[src/rtl/mul_div_hilo.sv]
// Iterative multiply/divide unit that owns the HI/LO registers, with MTHI/MTLO writes.
// Optional MUL_EARLY_TERM_EN: a multiply stops iterating once the remaining multiplier bits are all zero.
module mul_div_hilo #(
  parameter int ITER = 32
) (
  input  logic        clock,
  input  logic        reset,
  input  logic        start,
  input  logic [1:0]  op,
  input  logic [31:0] in1,
  input  logic [31:0] in2,
  input  logic [31:0] in3,
  input  logic        we_hi,
  input  logic        we_lo,
  output logic        busy,
  output logic        done,
  output logic        div_zero,
  output logic [31:0] hi,
  output logic [31:0] lo
);

  localparam int CW = $clog2(ITER);

  typedef enum logic [1:0] {IDLE, CALC, FIX} state_t;

  state_t        state, state_nxt;
  logic [CW-1:0] cnt;
  logic          is_div, neg_p, neg_r, dz;
  logic [63:0]   acc, mcand;
  logic [31:0]   mplier;

  logic        op_signed, start_dz, early;
  logic [31:0] mag1, mag2;
  logic [32:0] trial;
  logic [33:0] diff;
  logic        ge;
  logic [63:0] mul_neg;

  assign op_signed = op[0];
  assign start_dz  = op[1] && (in2 == 32'd0);
  assign mag1      = (op_signed && in1[31]) ? -in1 : in1;
  assign mag2      = (op_signed && in2[31]) ? -in2 : in2;

  // Restoring divide: acc[63:32] is the partial remainder, acc[31:0] shifts dividend out / quotient in.
  assign trial   = {acc[63:32], acc[31]};
  assign diff    = {1'b0, trial} - {2'b00, mcand[31:0]};
  assign ge      = ~diff[33];
  assign mul_neg = -acc;

`ifdef MUL_EARLY_TERM_EN
  assign early = !is_div && (mplier[31:1] == 31'd0);
`else
  assign early = 1'b0;
`endif

  always_ff @(posedge clock or posedge reset) begin
    if (reset) state <= IDLE;
    else       state <= state_nxt;
  end

  always_comb begin
    state_nxt = state;
    case (state)
      IDLE:    if (start) state_nxt = start_dz ? FIX : CALC;
      CALC:    if (cnt == CW'(ITER - 1) || early) state_nxt = FIX;
      FIX:     state_nxt = IDLE;
      default: state_nxt = IDLE;
    endcase
  end

  always_comb begin
    busy = (state != IDLE);
  end

  always_ff @(posedge clock or posedge reset) begin
    if (reset) begin
      cnt      <= '0;
      is_div   <= 1'b0;
      neg_p    <= 1'b0;
      neg_r    <= 1'b0;
      dz       <= 1'b0;
      acc      <= '0;
      mcand    <= '0;
      mplier   <= '0;
      hi       <= '0;
      lo       <= '0;
      done     <= 1'b0;
      div_zero <= 1'b0;
    end else begin
      done     <= 1'b0;
      div_zero <= 1'b0;
      case (state)
        IDLE: begin
          if (we_hi) hi <= in3;
          if (we_lo) lo <= in3;
          if (start) begin
            cnt    <= '0;
            is_div <= op[1];
            dz     <= start_dz;
            neg_p  <= op_signed && (in1[31] ^ in2[31]);
            neg_r  <= op_signed && in1[31];
            if (op[1]) begin
              acc    <= {32'd0, mag1};
              mcand  <= {32'd0, mag2};
              mplier <= '0;
            end else begin
              acc    <= '0;
              mcand  <= {32'd0, mag1};
              mplier <= mag2;
            end
          end
        end
        CALC: begin
          cnt <= cnt + CW'(1);
          if (is_div) begin
            acc <= {(ge ? diff[31:0] : trial[31:0]), acc[30:0], ge};
          end else begin
            acc    <= acc + (mplier[0] ? mcand : 64'd0);
            mcand  <= mcand << 1;
            mplier <= mplier >> 1;
          end
        end
        FIX: begin
          done <= 1'b1;
          if (dz) begin
            div_zero <= 1'b1;
          end else if (is_div) begin
            lo <= neg_p ? -acc[31:0]  : acc[31:0];
            hi <= neg_r ? -acc[63:32] : acc[63:32];
          end else begin
            hi <= neg_p ? mul_neg[63:32] : acc[63:32];
            lo <= neg_p ? mul_neg[31:0]  : acc[31:0];
          end
        end
        default: ;
      endcase
    end
  end

endmodule

[config.mk]
export PLATFORM = sky130hd
export DESIGN_NAME = mul_div_hilo
export DESIGN_NICKNAME = d
export VERILOG_FILES = /design/src/rtl/mul_div_hilo.sv
export SDC_FILE = /design/constraint.sdc
export NUM_CORES = 1
export LEC_CHECK = 0
export BUFFER_PORTS_ARGS = -buffer_cell sky130_fd_sc_hd__buf_4
export CORE_MARGIN = 1
export CORE_UTILIZATION = 54
export DETAILED_ROUTE_END_ITERATION = 7
export PLACE_DENSITY = 0.73
export SYNTH_ARGS = -nofsm -noshare
export SYNTH_HDL_FRONTEND = slang
export SYNTH_SLANG_ARGS = --single-unit
[constraint.sdc]
create_clock -name clock -period 9.27 [get_ports clock]
set_clock_uncertainty 0.15 [all_clocks]
set_input_delay 1.3905 -clock clock [delete_from_list [all_inputs] [get_ports clock]]
set_output_delay 1.3905 -clock clock [all_outputs]
set_load 0.02 [all_outputs]
==> impl_results.md, run 1 <==
- Min Clock Period, post-route: 5.21 ns
- Worst Path Required: 9.60 ns
- TritonCTS buffer count: 28
- Proportion of layout cells with a drive suffix above 1: 0.108
- DP Area: 20800 µm²
- # Post-CTS Setup Buffers: 0
- FILL cells: 3217
- Crit path DAT: 5.55 ns
- Drt drc: 0
- Crit Path Category: flip-flop to flip-flop
- Fmax: 192 MHz
- Total global routing overflow: 0
- CP startpoint kind: flip-flop
- Cells after Synth: 2471
- Max Slew Vio Count: 0
- CTS Hold Bufs: 0
- Worst hold path class: flip-flop to flip-flop
- Critical-path maximum fanout: 65
- Reg2Reg Depth: 13
- Row count: 69
- Fin Setup TNS: 0 ns
- Synth area leaders: dfrtp_1 31%, ha_1 6.5%, o21ai_0 5.8%, nand2_1 5.7%, a21oi_1 5.5%
- Detailed placement HPWL: 51.5 mm
- CTS tree: done
- Nets: 2742
- Status: finished, final reports clean
- Critical path capture point type: flip-flop
- Met3 WL: 6.37 mm
- EDFF count, synth: 0
- GR Util All Layers: 0.371
- Antenna diode instance count: 0
- I/O pin count: 170
- Clock buffer depth: 3
- Synth cell count leaders: 293 x nand2_1, 241 x nor2_1, 237 x dfrtp_1
- Pin count of the biggest net entering global routing: 113
- Worst Min Path Start: mplier[1]
- Die width: 191 µm
- Max capacitance violation total: 0
- Worst rel slew slack: 0.156
- Starting Density: 0.547
- Synth unique cells: 74
- CTS H-tree depth: 1
- Detailed Routing Iterations Pass 1: 7
- Final Hold Viols: 0
- Reg clk slew, reported paths: 0.06 ns
- Sequential share of the synthesized area: 0.306
- Post-Route WL: 68.6 mm
- Top cell type by total area after synthesis: dfrtp_1
- Root Driver: clkbuf_16
- Vias per cell: 6.53
- Hold slack: 0.315 ns
- First-pass GRT wire length: 105 mm
- Layout Utilization: 0.616
- FF-to-FF Start: mplier[0]
- WL met1: 29.9 mm
- Die height: 191 µm
- Core Region: 35400 µm²
- Max VDD drop: 0.232 mV
- Vias in the first global route: 18.0k
- Post-route ant nets: 0
- Vias: 19.7k
- Power Density: 373 nW/µm²
- Yosys top cell area share: 0.306
- RSZ-0062 raised after global routing: false
- R2R Setup Slk: 4.06 ns
- CTS sink count: 237
- Worst skew pair latency: 0.57 ns
- WHS Path Cells: 2
- Final instance area: 21800 µm²
- Syn Nets: 2677
- Routed len/inst: 22.7 µm
- Tightest Pin Transition: 1.27 ns
- Hold Path Sink: mplier[0]
- Leakage Power: 0.00947 µW
- Initial DRC count: 2074
- Met2 WL: 29.7 mm
- Die area: 36600 µm²
- Resized cells post-CTS: 0
- Final Cycle Share: 0.563
- YS warnings: 0
- Syn avg cell area: 7.84 µm²
- Most common cell in the netlist: nand2_1
- I/O Buffers: 169
- Area of the mapped netlist: 19400 µm²
- Main synth FF type: dfrtp_1
- Reg2Reg Capture Point: acc[60]
- Area grow syn2layout: 12.6%
- Initial antenna violation count: 1
- # setup viols final: 0
- Post-synthesis register bit count: 237
- FFs w/ async S/R, synth: 1.00
- Final Wtd Congestion: 0.993
- Top Metal Used: met4
sequential cells by signal, summed over array words and instances, names as in the netlist:
signal,flops
hi,32
neg_r,1
done,1
state,2
lo,32
dz,1
is_div,1
mplier,32
neg_p,1
acc,64
div_zero,1
mcand,64
cnt,5
cells by family after synthesis:
| family | Yosys count | share of synthesized area |
|---|---|---|
| mux | 27 | 0.0143 |
| buf+inv | 226 | 0.0443 |
| xor+xnor | 198 | 0.0895 |
| fa+ha+maj | 103 | 0.0673 |
| simple gates | 860 | 0.208 |
| compound gates | 820 | 0.271 |
| flops | 237 | 0.306 |
power by group:
| part | leakage, µW | internal, µW | switching, µW |
|---|---|---|---|
| combinational | 0.00605 | 1910 | 2870 |
| sequential | 0.00294 | 1490 | 696 |
| clock | 0.000478 | 699 | 468 |
layer usage:
| metal | up-vias | track usage |
|---|---|---|
| met5 | - | 0 |
| met4 | 0 | 0.146 |
| met3 | 150 | 0.0442 |
| met2 | 1066 | 0.568 |
| met1 | 9400 | 0.531 |
| li1 | 9080 | - |
cells in the final DEF, fill, tap and decap left out, drive strengths merged, types with 85 or more instances in the layout:
| master | Yosys | final |
|---|---|---|
| buf | 14 | 189 |
| xnor2 | 113 | 113 |
| ha | 101 | 101 |
| a21oi | 213 | 213 |
| xor2 | 85 | 85 |
| dfrtp | 237 | 237 |
| nand2 | 293 | 293 |
| o21ai | 229 | 229 |
| nor2 | 241 | 241 |
| and2 | 91 | 91 |
cell type report:
type | instances | area (µm²) | area share
Multi-Input combinational cell | 2008 | 12600 | 0.579
Sequential cell | 237 | 5930 | 0.272
Timing Repair Buffer | 189 | 1420 | 0.0651
Clock buffer | 38 | 820 | 0.0376
Tap cell | 461 | 577 | 0.0264
Inverter | 72 | 278 | 0.0127
Clock inverter | 13 | 149 | 0.00683
how the worst max path moves through the flow:
stage	startpoint	to	slack, ns	cells after the start
floorplan	reset	acc[0]	1.23	1
global placement	mplier[0]	acc[60]	4.36	13
detailed placement	mplier[0]	acc[60]	4.23	13
CTS	mplier[0]	acc[60]	4.21	13
global route	mplier[0]	acc[60]	3.94	13
finish	mplier[0]	acc[60]	4.06	13
per-stage QoR:
step           instances  total power (µW)  setup slack, ns
6_report            3018              8140             4.06
5_1_grt             3018              8700             3.94
4_1_cts             3018              8030             4.21
3_5_place_dp        2967              6850             4.23
3_3_place_gp        2967              6750             4.36
2_1_floorplan       2471              5370             1.23
critical path: stages (launching register included):
cell,delay (ns)
dfrtp_2,1.07
and2_1,0.25
ha_1,0.21
fa_1,0.24
a21oi_1,0.10
o22ai_1,0.27
o2111ai_1,0.15
and4b_1,0.26
o311ai_1,0.72
a311oi_1,0.22
o21ai_1,0.58
a31oi_1,0.31
mux2_2,0.34
a211oi_1,0.23
(Power assumes the default switching activity.)
==> inputs of run 2 (changes only) <==
==> constraint.sdc (replaced) <==
create_clock -name clock -period 5.1 [get_ports clock]
set_clock_uncertainty 0.15 [all_clocks]
set_input_delay 0.765 -clock clock [delete_from_list [all_inputs] [get_ports clock]]
set_output_delay 0.765 -clock clock [all_outputs]
set_load 0.02 [all_outputs]
==> run 2 against run 1 <==
- wire length about the same
- core utilization up 0.31 points
- register-to-register slack worse by 3.5 ns
- highest routed layer unchanged
- worst hold slack worse by 0.086 ns
- combinational power up 85%
- die area unchanged
- sequential power up 79%
- largest cell class unchanged
==> impl_results.md, run 2 (synthesis gave the netlist of run 1 again) <==
- Storage cell area: 5930 µm²
- Detailed Routing Iterations Pass 1: 6
- Vias: 19.7k
- Area grow syn2layout: 13.1%
- Final Wtd Congestion: 1.01
- CP startpoint kind: flip-flop
- Slowest stage cell on the critical path: o311ai_1
- Max Slew Vio Count: 0
- Crit Path Category: flip-flop to flip-flop
- Max capacitance violation total: 0
- # setup viols final: 0
- Commonest cells after routing, fill and taps aside: 293 x nand2_1, 238 x nor2_1, 236 x dfrtp_1, 225 x o21ai_0, 212 x a21oi_1
- Starting Density: 0.547
- I/O Buffers: 169
- Worst Path Required: 5.42 ns
- First-pass GRT wire length: 105 mm
- Root Driver: clkbuf_16
- Die height: 191 µm
- Worst skew pair latency: 0.57 ns
- Routed len/inst: 22.7 µm
- CTS H-tree depth: 1
- WP depth: 13
- Worst hold path class: input pin to async pin
- Reg2Reg Capture Point: acc[60]
- RSZ-0062 raised after global routing: false
- Initial antenna violation count: 0
- Drt drc: 0
- Detailed placement HPWL: 52.7 mm
- Die width: 191 µm
- R2R Setup Slk: 0.54 ns
- Setup crit end: acc[60]
- Die area: 36600 µm²
- Post-route ant nets: 0
- Tightest Pin Transition: 1.13 ns
- Largest regs: acc x64, mcand x64
- Worst Path Buf+Inv: 0
- Vias in the first global route: 18.4k
- Status: finished, final reports clean
- Leakage Power: 0.00952 µW
- Core Region: 35400 µm²
- CTS sink count: 237
- Reg clk slew, reported paths: 0.06 ns
- CTS Hold Bufs: 0
- Crit path DAT: 4.88 ns
- Post-Route WL: 68.6 mm
- Nets: 2753
- Multi-input gate area: 12600 µm²
- Reg2Reg Depth: 13
- Tot Pwr: 14900 µW
- Max incr delay on CP: 0.70 ns
- Crit-path cells: and2_1, ha_1, fa_1, a21oi_1, o22ai_1, o2111ai_1, and4b_1, o311ai_1, a311oi_1, o21ai_1, a31oi_1, mux2_2, a211oi_1
- FILL cells: 3214
- Critical-path maximum fanout: 11
- Top delay family on crit path: compound AO/OA/AOI/OAI gates
- Proportion of layout cells with a drive suffix above 1: 0.110
- FF-to-FF Start: mplier[0]
- GR Util All Layers: 0.373
- Critical path capture point type: flip-flop
- Final Cycle Share: 0.893
- Setup crit start: mplier[0]
- # Post-CTS Setup Buffers: 0
- Power Density: 678 nW/µm²
- Resized cells post-CTS: 0
- Post-route insts no fill: 3029
- Pin count of the biggest net entering global routing: 123
- I/O pin count: 170
- Vias per cell: 6.50
- Min Clock Period, post-route: 4.56 ns
- Dpl cells: 2978
- Initial DRC count: 1936
- Layout Utilization: 0.619
- Fmax: 220 MHz
- CTS tree: done
- Row count: 69
- Fin Setup TNS: 0 ns
- Total global routing overflow: 0
- TritonCTS buffer count: 28
- Clock buffer depth: 3
- Most common cell after layout, fill and taps aside: nand2_1
- Final Hold Viols: 0
- Max VDD drop: 0.358 mV
- Worst rel slew slack: 0.245
run 2: cell types whose count changed in the layout (fill, tap and decap cells not counted), sizes merged:
cell and change:
buf +11, clkinv -3, clkinvlp +1, diode +1
inv +1
run 2: metrics by stage:
step | cell area [µm²] | worst slack, ns | hold WS [ns]
4_1_cts | 21900 | 0.603 | 0.270
2_1_floorplan | 19400 | 1.08 | 0.290
5_1_grt | 21900 | 0.287 | 0.289
3_5_place_dp | 21000 | 0.640 | 0.322
6_report | 21900 | 0.544 | 0.228
3_3_place_gp | 21000 | 0.781 | 0.310
run 2: power breakdown:
part | internal [µW] | switching, µW
Combinational | 3560 | 5270
Clock | 1250 | 859
Sequential | 2710 | 1210
run 2: worst min path at each step:
stage,from,endpoint,slack [ns],cells after the start
final,reset,lo[3],0.23,3
after detailed placement,lo[16],lo[16],0.32,2
after floorplan,mplier[1],mplier[0],0.29,2
after global placement,lo[1],lo[1],0.31,1
after global routing,reset,lo[3],0.29,3
after CTS,reset,lo[3],0.27,3
run 2: layout make-up:
class / instances / share of cell area
multi-input combinational: 2008 / 0.576
tap: 461 / 0.0263
antenna: 1 / 0.000114
clock inverter: 12 / 0.00674
inverter: 72 / 0.0125
timing repair buffer: 200 / 0.0708
sequential: 237 / 0.271
clock buffer: 38 / 0.0365
run 2: metal layers:
| metal | GRT usage | vias to the layer above | wire [µm] |
|---|---|---|---|
| met5 | 0 | - | 0 |
| met2 | 0.565 | 1056 | 29300 |
| met1 | 0.514 | 9328 | 29200 |
| met4 | 0.173 | 0 | 3220 |
| met3 | 0.0676 | 174 | 6900 |
| li1 | - | 9124 | - |
run 2: worst min-delay path, cell delays in order:
cell and delay, ns:
buf_4 0.12, clkinvlp_4 0.10, buf_12 0.44
